<file path="src/rtl/alu_multicycle_exec.sv">
// Execute stage: single-cycle MOVI/MOV/ADD/SUB, iterative shift-add MULT and
// restoring DIV, with a valid/ready handshake to stall upstream during long ops.
module alu_multicycle_exec #(
  parameter int unsigned WIDTH = 32,
  parameter int unsigned CW    = 6
) (
  input  logic             clk,
  input  logic             rst,
  input  logic             in_valid,
  output logic             in_ready,
  input  logic [3:0]       alu_control,
  input  logic [WIDTH-1:0] op_a,
  input  logic [WIDTH-1:0] op_b,
  output logic [WIDTH-1:0] result,
  output logic [WIDTH-1:0] remainder,
  output logic             zero,
  output logic             div_by_zero,
  output logic             out_valid
);

  typedef enum logic [1:0] {IDLE, MUL, DIV, DONE} state_t;
  typedef enum logic [3:0] {
    OP_MOVI = 4'b0000,
    OP_MOV  = 4'b0001,
    OP_ADD  = 4'b0010,
    OP_SUB  = 4'b0110,
    OP_MULT = 4'b1000,
    OP_DIV  = 4'b1001
  } op_t;

  state_t           state, state_n;
  logic [CW-1:0]    cnt;
  logic [WIDTH-1:0] acc, a_reg, b_reg;
  logic             is_div;
  logic             accept, fin, fin_dbz, ge;
  logic [WIDTH-1:0] fin_res, fin_rem;
  logic [WIDTH:0]   shifted, diff;

  assign in_ready = (state == IDLE);
  assign accept   = in_valid & in_ready;

  // MUL: acc = product, a_reg = shifting multiplicand, b_reg = shifting multiplier.
  // DIV: acc = partial remainder, a_reg = dividend shifting out / quotient in, b_reg = divisor.
  assign shifted = {acc, a_reg[WIDTH-1]};
  assign ge      = (shifted >= {1'b0, b_reg});
  assign diff    = shifted - {1'b0, b_reg};

  always_ff @(posedge clk or posedge rst) begin
    if (rst) state <= IDLE;
    else     state <= state_n;
  end

  always_comb begin
    state_n = state;
    case (state)
      IDLE: if (accept) begin
        if (alu_control == OP_MULT)                     state_n = MUL;
        else if (alu_control == OP_DIV && op_b != '0)   state_n = DIV;
      end
      MUL, DIV: if (cnt == CW'(1)) state_n = DONE;
      DONE:     state_n = IDLE;
      default:  state_n = IDLE;
    endcase
  end

  always_comb begin
    fin     = 1'b0;
    fin_res = '0;
    fin_rem = '0;
    fin_dbz = 1'b0;
    if (state == DONE) begin
      fin = 1'b1;
      if (is_div) begin
        fin_res = a_reg;
        fin_rem = acc;
      end else begin
        fin_res = acc;
      end
    end else if (accept) begin
      case (alu_control)
        OP_MOVI: begin fin = 1'b1; fin_res = op_b;        end
        OP_MOV:  begin fin = 1'b1; fin_res = op_a;        end
        OP_ADD:  begin fin = 1'b1; fin_res = op_a + op_b; end
        OP_SUB:  begin fin = 1'b1; fin_res = op_a - op_b; end
        OP_MULT: fin = 1'b0;
        OP_DIV: begin
          if (op_b == '0) begin
            fin     = 1'b1;
            fin_res = '1;
            fin_rem = op_a;
            fin_dbz = 1'b1;
          end
        end
        default: begin fin = 1'b1; fin_res = '0; end
      endcase
    end
  end

  always_ff @(posedge clk or posedge rst) begin
    if (rst) begin
      cnt    <= '0;
      acc    <= '0;
      a_reg  <= '0;
      b_reg  <= '0;
      is_div <= 1'b0;
    end else if (accept) begin
      cnt    <= CW'(WIDTH);
      acc    <= '0;
      a_reg  <= op_a;
      b_reg  <= op_b;
      is_div <= (alu_control == OP_DIV);
    end else if (state == MUL) begin
      acc   <= acc + (b_reg[0] ? a_reg : '0);
      a_reg <= a_reg << 1;
      b_reg <= b_reg >> 1;
      cnt   <= cnt - CW'(1);
    end else if (state == DIV) begin
      acc   <= ge ? diff[WIDTH-1:0] : shifted[WIDTH-1:0];
      a_reg <= {a_reg[WIDTH-2:0], ge};
      cnt   <= cnt - CW'(1);
    end
  end

  always_ff @(posedge clk or posedge rst) begin
    if (rst) begin
      result      <= '0;
      remainder   <= '0;
      zero        <= 1'b0;
      div_by_zero <= 1'b0;
      out_valid   <= 1'b0;
    end else begin
      out_valid <= fin;
      if (fin) begin
        result      <= fin_res;
        remainder   <= fin_rem;
        zero        <= (fin_res == '0);
        div_by_zero <= fin_dbz;
      end
    end
  end

endmodule
</file>
<file path="config.mk">
export PLATFORM = sky130hd
export DESIGN_NAME = alu_multicycle_exec
export DESIGN_NICKNAME = d
export VERILOG_FILES = /design/src/rtl/alu_multicycle_exec.sv
export SDC_FILE = /design/constraint.sdc
export NUM_CORES = 1
export LEC_CHECK = 0
export ABC_AREA = 1
export CELL_PAD_IN_SITES_DETAIL_PLACEMENT = 1
export CELL_PAD_IN_SITES_GLOBAL_PLACEMENT = 1
export CORE_ASPECT_RATIO = 1.4
export CORE_MARGIN = 2
export CORE_UTILIZATION = 39
export CTS_CLUSTER_SIZE = 14
export DETAILED_ROUTE_END_ITERATION = 12
export GPL_ROUTABILITY_DRIVEN = 0
export HOLD_SLACK_MARGIN = 0.12
export MAX_ROUTING_LAYER = met4
export PLACE_DENSITY = 0.84
export REMOVE_ABC_BUFFERS = 1
export SLEW_MARGIN = 15
export SYNTH_ARGS = -nofsm -noshare
export SYNTH_HDL_FRONTEND = slang
export SYNTH_SLANG_ARGS = --single-unit
</file>
<file path="constraint.sdc">
create_clock -name clk -period 6.7 [get_ports clk]
set_clock_uncertainty 0.2 [all_clocks]
set_input_delay 2.01 -clock clk [delete_from_list [all_inputs] [get_ports clk]]
set_output_delay 2.01 -clock clk [all_outputs]
set_load 0.01 [all_outputs]
</file>
==> flow_summary_export.csv <==
group,metric,value,unit
synthesis,yosysSeqAreaShare,25.8,%
global_routing,wire_length_of_the_first_global_routing_pass,113000,um
synthesis,synth_enable_flop_cells,0,
synthesis,ys_dominant_reg_cell,"sky130_fd_sc_hd__dfrtp_1",
global_routing,antenna_found_initial,0,
clocking,cts-hold-fix-buffers,0,
synthesis,yosys.area_share.xor_xnor,3.05,%
floorplan,core_area,0.0422,mm^2
synthesis,synthMostInstantiatedCell,"sky130_fd_sc_hd__nand2_1",
drt,routed_wl,73900,um
power,pwr_cell_area,479,mW/mm^2
clocking,cts_max_level,4,
synthesis,largest_cells_by_area_after_synthesis,"sky130_fd_sc_hd__dfrtp_1 (26%), sky130_fd_sc_hd__nand2_1 (16%), sky130_fd_sc_hd__inv_1 (10%)",
final_layout,antennaDiodeCount,0,
hold_path,worstHoldPathType,"reg2reg",
synthesis,postSynthRegisterBits,172,
power,power.sequential.fraction,21.1,%
worst_setup_path,crit_fanout,5,
final_layout,nNetsFinal,2873,
synthesis,synthesis.yosys.warnings,0,
clocking,cts_root_buffer,"sky130_fd_sc_hd__clkbuf_16",
place,place_inst,3223,
synthesis,fraction_of_the_mapped_netlist_area_in_compound_gates,19.7,%
worst_setup_path,crit_path_end,"zero$_DFFE_PP0P_",
synthesis,synth_top_family_by_area,"simple AND/OR/NAND/NOR gates",
synthesis,ys_types,58,
clocking,cts_max_path_buffers,2,
sta,max_clock_freq,153,MHz
synthesis,synth_adder_area_share,8.02,%
power,irDropWorstVdd,0.219,mV
worst_setup_path,cp.arrival,6730,ps
worst_setup_path,cp-end-kind,"flop",
power,total_switching_power,0.00506,W
drt,ant_nets,0,
floorplan,die_x,179,um
global_routing,grt_start_max_net_pins,102,
drt,first_iter_violations,1364,
power,combPwrFrac,66.9,%
floorplan,pin_count,139,
synthesis,synth.cells.most_frequent,"sky130_fd_sc_hd__nand2_1 (712), sky130_fd_sc_hd__inv_1 (450), sky130_fd_sc_hd__nand3_1 (196)",
job,cap_viol_max_count,0,
worst_setup_path,worst_setup_path_start_kind,"input port",
sta,worstMarginPinSlew,1230,ps
global_routing,grt_remaining_overflow,0,
worst_setup_path,reg_to_reg_end,"a_reg[24]$_DFFE_PP0P_",
sta,rsz0062_at_grt,"no",
floorplan,initial_utilization,39.5,%
worst_setup_path,worst_setup_path_startpoint,"op_b[4]",
worst_setup_path,worst-endpoint-required,6910,ps
clocking,path_clk_slew,70,ps
sta,final_hold_vios,0,
synthesis,async_flop_share,100,%
synthesis,yosys.area.top_type,"sky130_fd_sc_hd__dfrtp_1",
worst_setup_path,rrSetupSlack,2140,ps
worst_setup_path,worstReg2RegStart,"state[0]$_DFFE_PP0P_",
place,place.detailed.hpwl,57400,um
drt,routed_wire_length_per_instance,22.7,um
power,p_leak,10.0,nW
synthesis,yosys.area_share.simple,30.1,%
clocking,clkSinkCount,172,
power,final_power,0.00919,W
worst_setup_path,worstRegToRegCells,13,
synthesis,synth_top_cell_area_share,25.8,%
power,internal_power,0.00413,W
final_layout,flow.area_growth_from_synthesis,15.1,%
final_layout,final_layout_size_suffix_gt1_share,5.35,%
sta,relative_slew_slack,16.5,%
final_layout,layoutNonFillerInstCount,3256,
drt,detail_route.first_pass.iterations,5,
drt,detailed_route_drc_error_count,0,
power,swShare,55.0,%
synthesis,post_synth.cell_area_avg,6.42,um^2
synthesis,yosys-mux-area-fraction,0,%
sta,final_max_slew_viol_count,0,
clocking,clock_insertion_delay_worst_skew,470,ps
synthesis,syn-instance-count,2595,
sta,finalWorstPathRequiredPeriod,6520,ps
status,run_status,"completed",
sta,post-route-period-util,97.3,%
clocking,cts_tree,"yes",
place,io_buffers,138,
floorplan,dieArea,0.0444,mm^2
floorplan,placement_rows,89,
global_routing,gr-usage-all-layers,34.2,%
synthesis,synth.cell_area,0.0167,mm^2
drt,routed-via-count,19100,
drt,drt-vias-per-instance,5.86,
clocking,cts-buffers-inserted,17,
sta,report.final.setup_viol,0,
floorplan,die_span_y,249,um
power,power_frac_clock,12.0,%
global_routing,vias_in_the_first_global_route,20400,
worst_setup_path,critical_path_class,"in2reg",
[worst max-delay path, stage by stage]
cell and delay [ps]:
sky130_fd_sc_hd__clkdlybuf4s50_1 540, sky130_fd_sc_hd__nor2_1 140, sky130_fd_sc_hd__nand2_1 130, sky130_fd_sc_hd__nor3_4 310
sky130_fd_sc_hd__inv_1 90, sky130_fd_sc_hd__nor4_2 150, sky130_fd_sc_hd__buf_4 160, sky130_fd_sc_hd__inv_1 70
sky130_fd_sc_hd__o31ai_1 340, sky130_fd_sc_hd__xor2_1 120, sky130_fd_sc_hd__ha_1 390, sky130_fd_sc_hd__nand2_1 130
sky130_fd_sc_hd__nor2_1 160, sky130_fd_sc_hd__and3_1 270, sky130_fd_sc_hd__and2_0 240, sky130_fd_sc_hd__nand2_1 240
sky130_fd_sc_hd__nand2_1 140, sky130_fd_sc_hd__nand2_1 60, sky130_fd_sc_hd__nand3_1 90, sky130_fd_sc_hd__nand2_1 70
sky130_fd_sc_hd__nand2_1 80, sky130_fd_sc_hd__nand2_1 60, sky130_fd_sc_hd__nor2_1 110, sky130_fd_sc_hd__nand2_1 70
sky130_fd_sc_hd__nor2_1 290, sky130_fd_sc_hd__nand4_1 150, sky130_fd_sc_hd__nand2_1 100
[final cells by class]
type	instances	area, um^2
clock buffer	24	492
clock inverter	8	129
fill	5585	23000
inverter	472	1780
multi-input combinational	1867	10200
sequential	172	4310
tap	546	683
timing repair buffer	167	1610
[logic make-up after synthesis]
group                      after synthesis
buffers and inverters                  556
AOI/OAI and AO/OA                      523
and+or+nand+nor                       1181
xor gates and xnor gates                58
adders and majority gates              105
DFF                                    172
[worst min-delay path by stage]
stage / from / endpoint / slack (ps) / cells after the start
floorplan: cnt[5]$_DFFE_PP0P_ / cnt[5]$_DFFE_PP0P_ / 260 / 1
finish: result[9]$_DFFE_PP0P_ / result[9]$_DFFE_PP0P_ / 290 / 2
CTS: result[9]$_DFFE_PP0P_ / result[9]$_DFFE_PP0P_ / 290 / 2
detailed placement: result[9]$_DFFE_PP0P_ / result[9]$_DFFE_PP0P_ / 270 / 2
global route: result[9]$_DFFE_PP0P_ / result[9]$_DFFE_PP0P_ / 310 / 2
global placement: div_by_zero$_DFFE_PP0P_ / div_by_zero$_DFFE_PP0P_ / 250 / 2
[power by group through the flow]
stage / clock [W] / combinational, W / sequential [W]
finish: 0.00110 / 0.00615 / 0.00194
global route: 0.00113 / 0.00669 / 0.00197
CTS: 0.00110 / 0.00602 / 0.00192
detailed placement: 0 / 0.00589 / 0.00192
global placement: 0 / 0.00567 / 0.00190
floorplan: 0 / 0.00388 / 0.00182
[cell usage in the layout, fill, tap and decap left out, types with 7 or more instances in the layout]
cell / count
sky130_fd_sc_hd__clkbuf_16: 17
sky130_fd_sc_hd__o22ai_1: 23
sky130_fd_sc_hd__nor2_1: 168
sky130_fd_sc_hd__or2_2: 10
sky130_fd_sc_hd__nand3b_1: 17
sky130_fd_sc_hd__nand2_1: 710
sky130_fd_sc_hd__a21o_1: 7
sky130_fd_sc_hd__inv_1: 449
sky130_fd_sc_hd__ha_1: 101
sky130_fd_sc_hd__xnor2_1: 10
sky130_fd_sc_hd__o211ai_1: 21
sky130_fd_sc_hd__inv_2: 19
sky130_fd_sc_hd__nand2_2: 7
sky130_fd_sc_hd__o211ai_2: 10
sky130_fd_sc_hd__nor3_1: 14
sky130_fd_sc_hd__o21ai_0: 130
sky130_fd_sc_hd__dfrtp_1: 171
sky130_fd_sc_hd__xor2_1: 48
sky130_fd_sc_hd__a21oi_1: 176
sky130_fd_sc_hd__nand3_1: 195
sky130_fd_sc_hd__nand4_1: 23
sky130_fd_sc_hd__clkdlybuf4s50_1: 138
sky130_fd_sc_hd__o221ai_1: 87
sky130_fd_sc_hd__o21ai_1: 29
sky130_fd_sc_hd__nor2_2: 9
sky130_fd_sc_hd__buf_4: 28
sky130_fd_sc_hd__a31oi_1: 11
[through the flow]
| stage | cell area (um^2) | setup slack [ps] | TNS, ps | utilization (%) | hold WS (ps) |
|---|---|---|---|---|---|
| floorplan | 16200 | -170 | -33850 | - | 258 |
| finish | 19200 | 182 | 0 | 45.4 | 287 |
| global route | 19200 | 20.8 | 0 | 45.4 | 308 |
| global placement | 18500 | -292 | -292 | 43.9 | 253 |
| detailed placement | 18500 | -428 | -428 | 43.9 | 272 |
| CTS | 19100 | 35.7 | 0 | 45.3 | 289 |
[repair_timing]
item,CTS,global route
buffers inserted,0,1
endpoints found under the setup margin,0,2
resized for setup,0,7
[routing by layer]
metal | share of wire [%] | wire (um) | GRT usage [%] | vias up
li1 | - | - | - | 8688
met1 | 38 | 27800 | 36.8 | 9299
met3 | 5.9 | 4330 | 6.04 | 312
met4 | 8.3 | 6160 | 24.7 | 0
met5 | 0 | 0 | - | -
met2 | 48 | 35700 | 56.1 | 776
No activity file was read; power rests on OpenSTA's default activity.
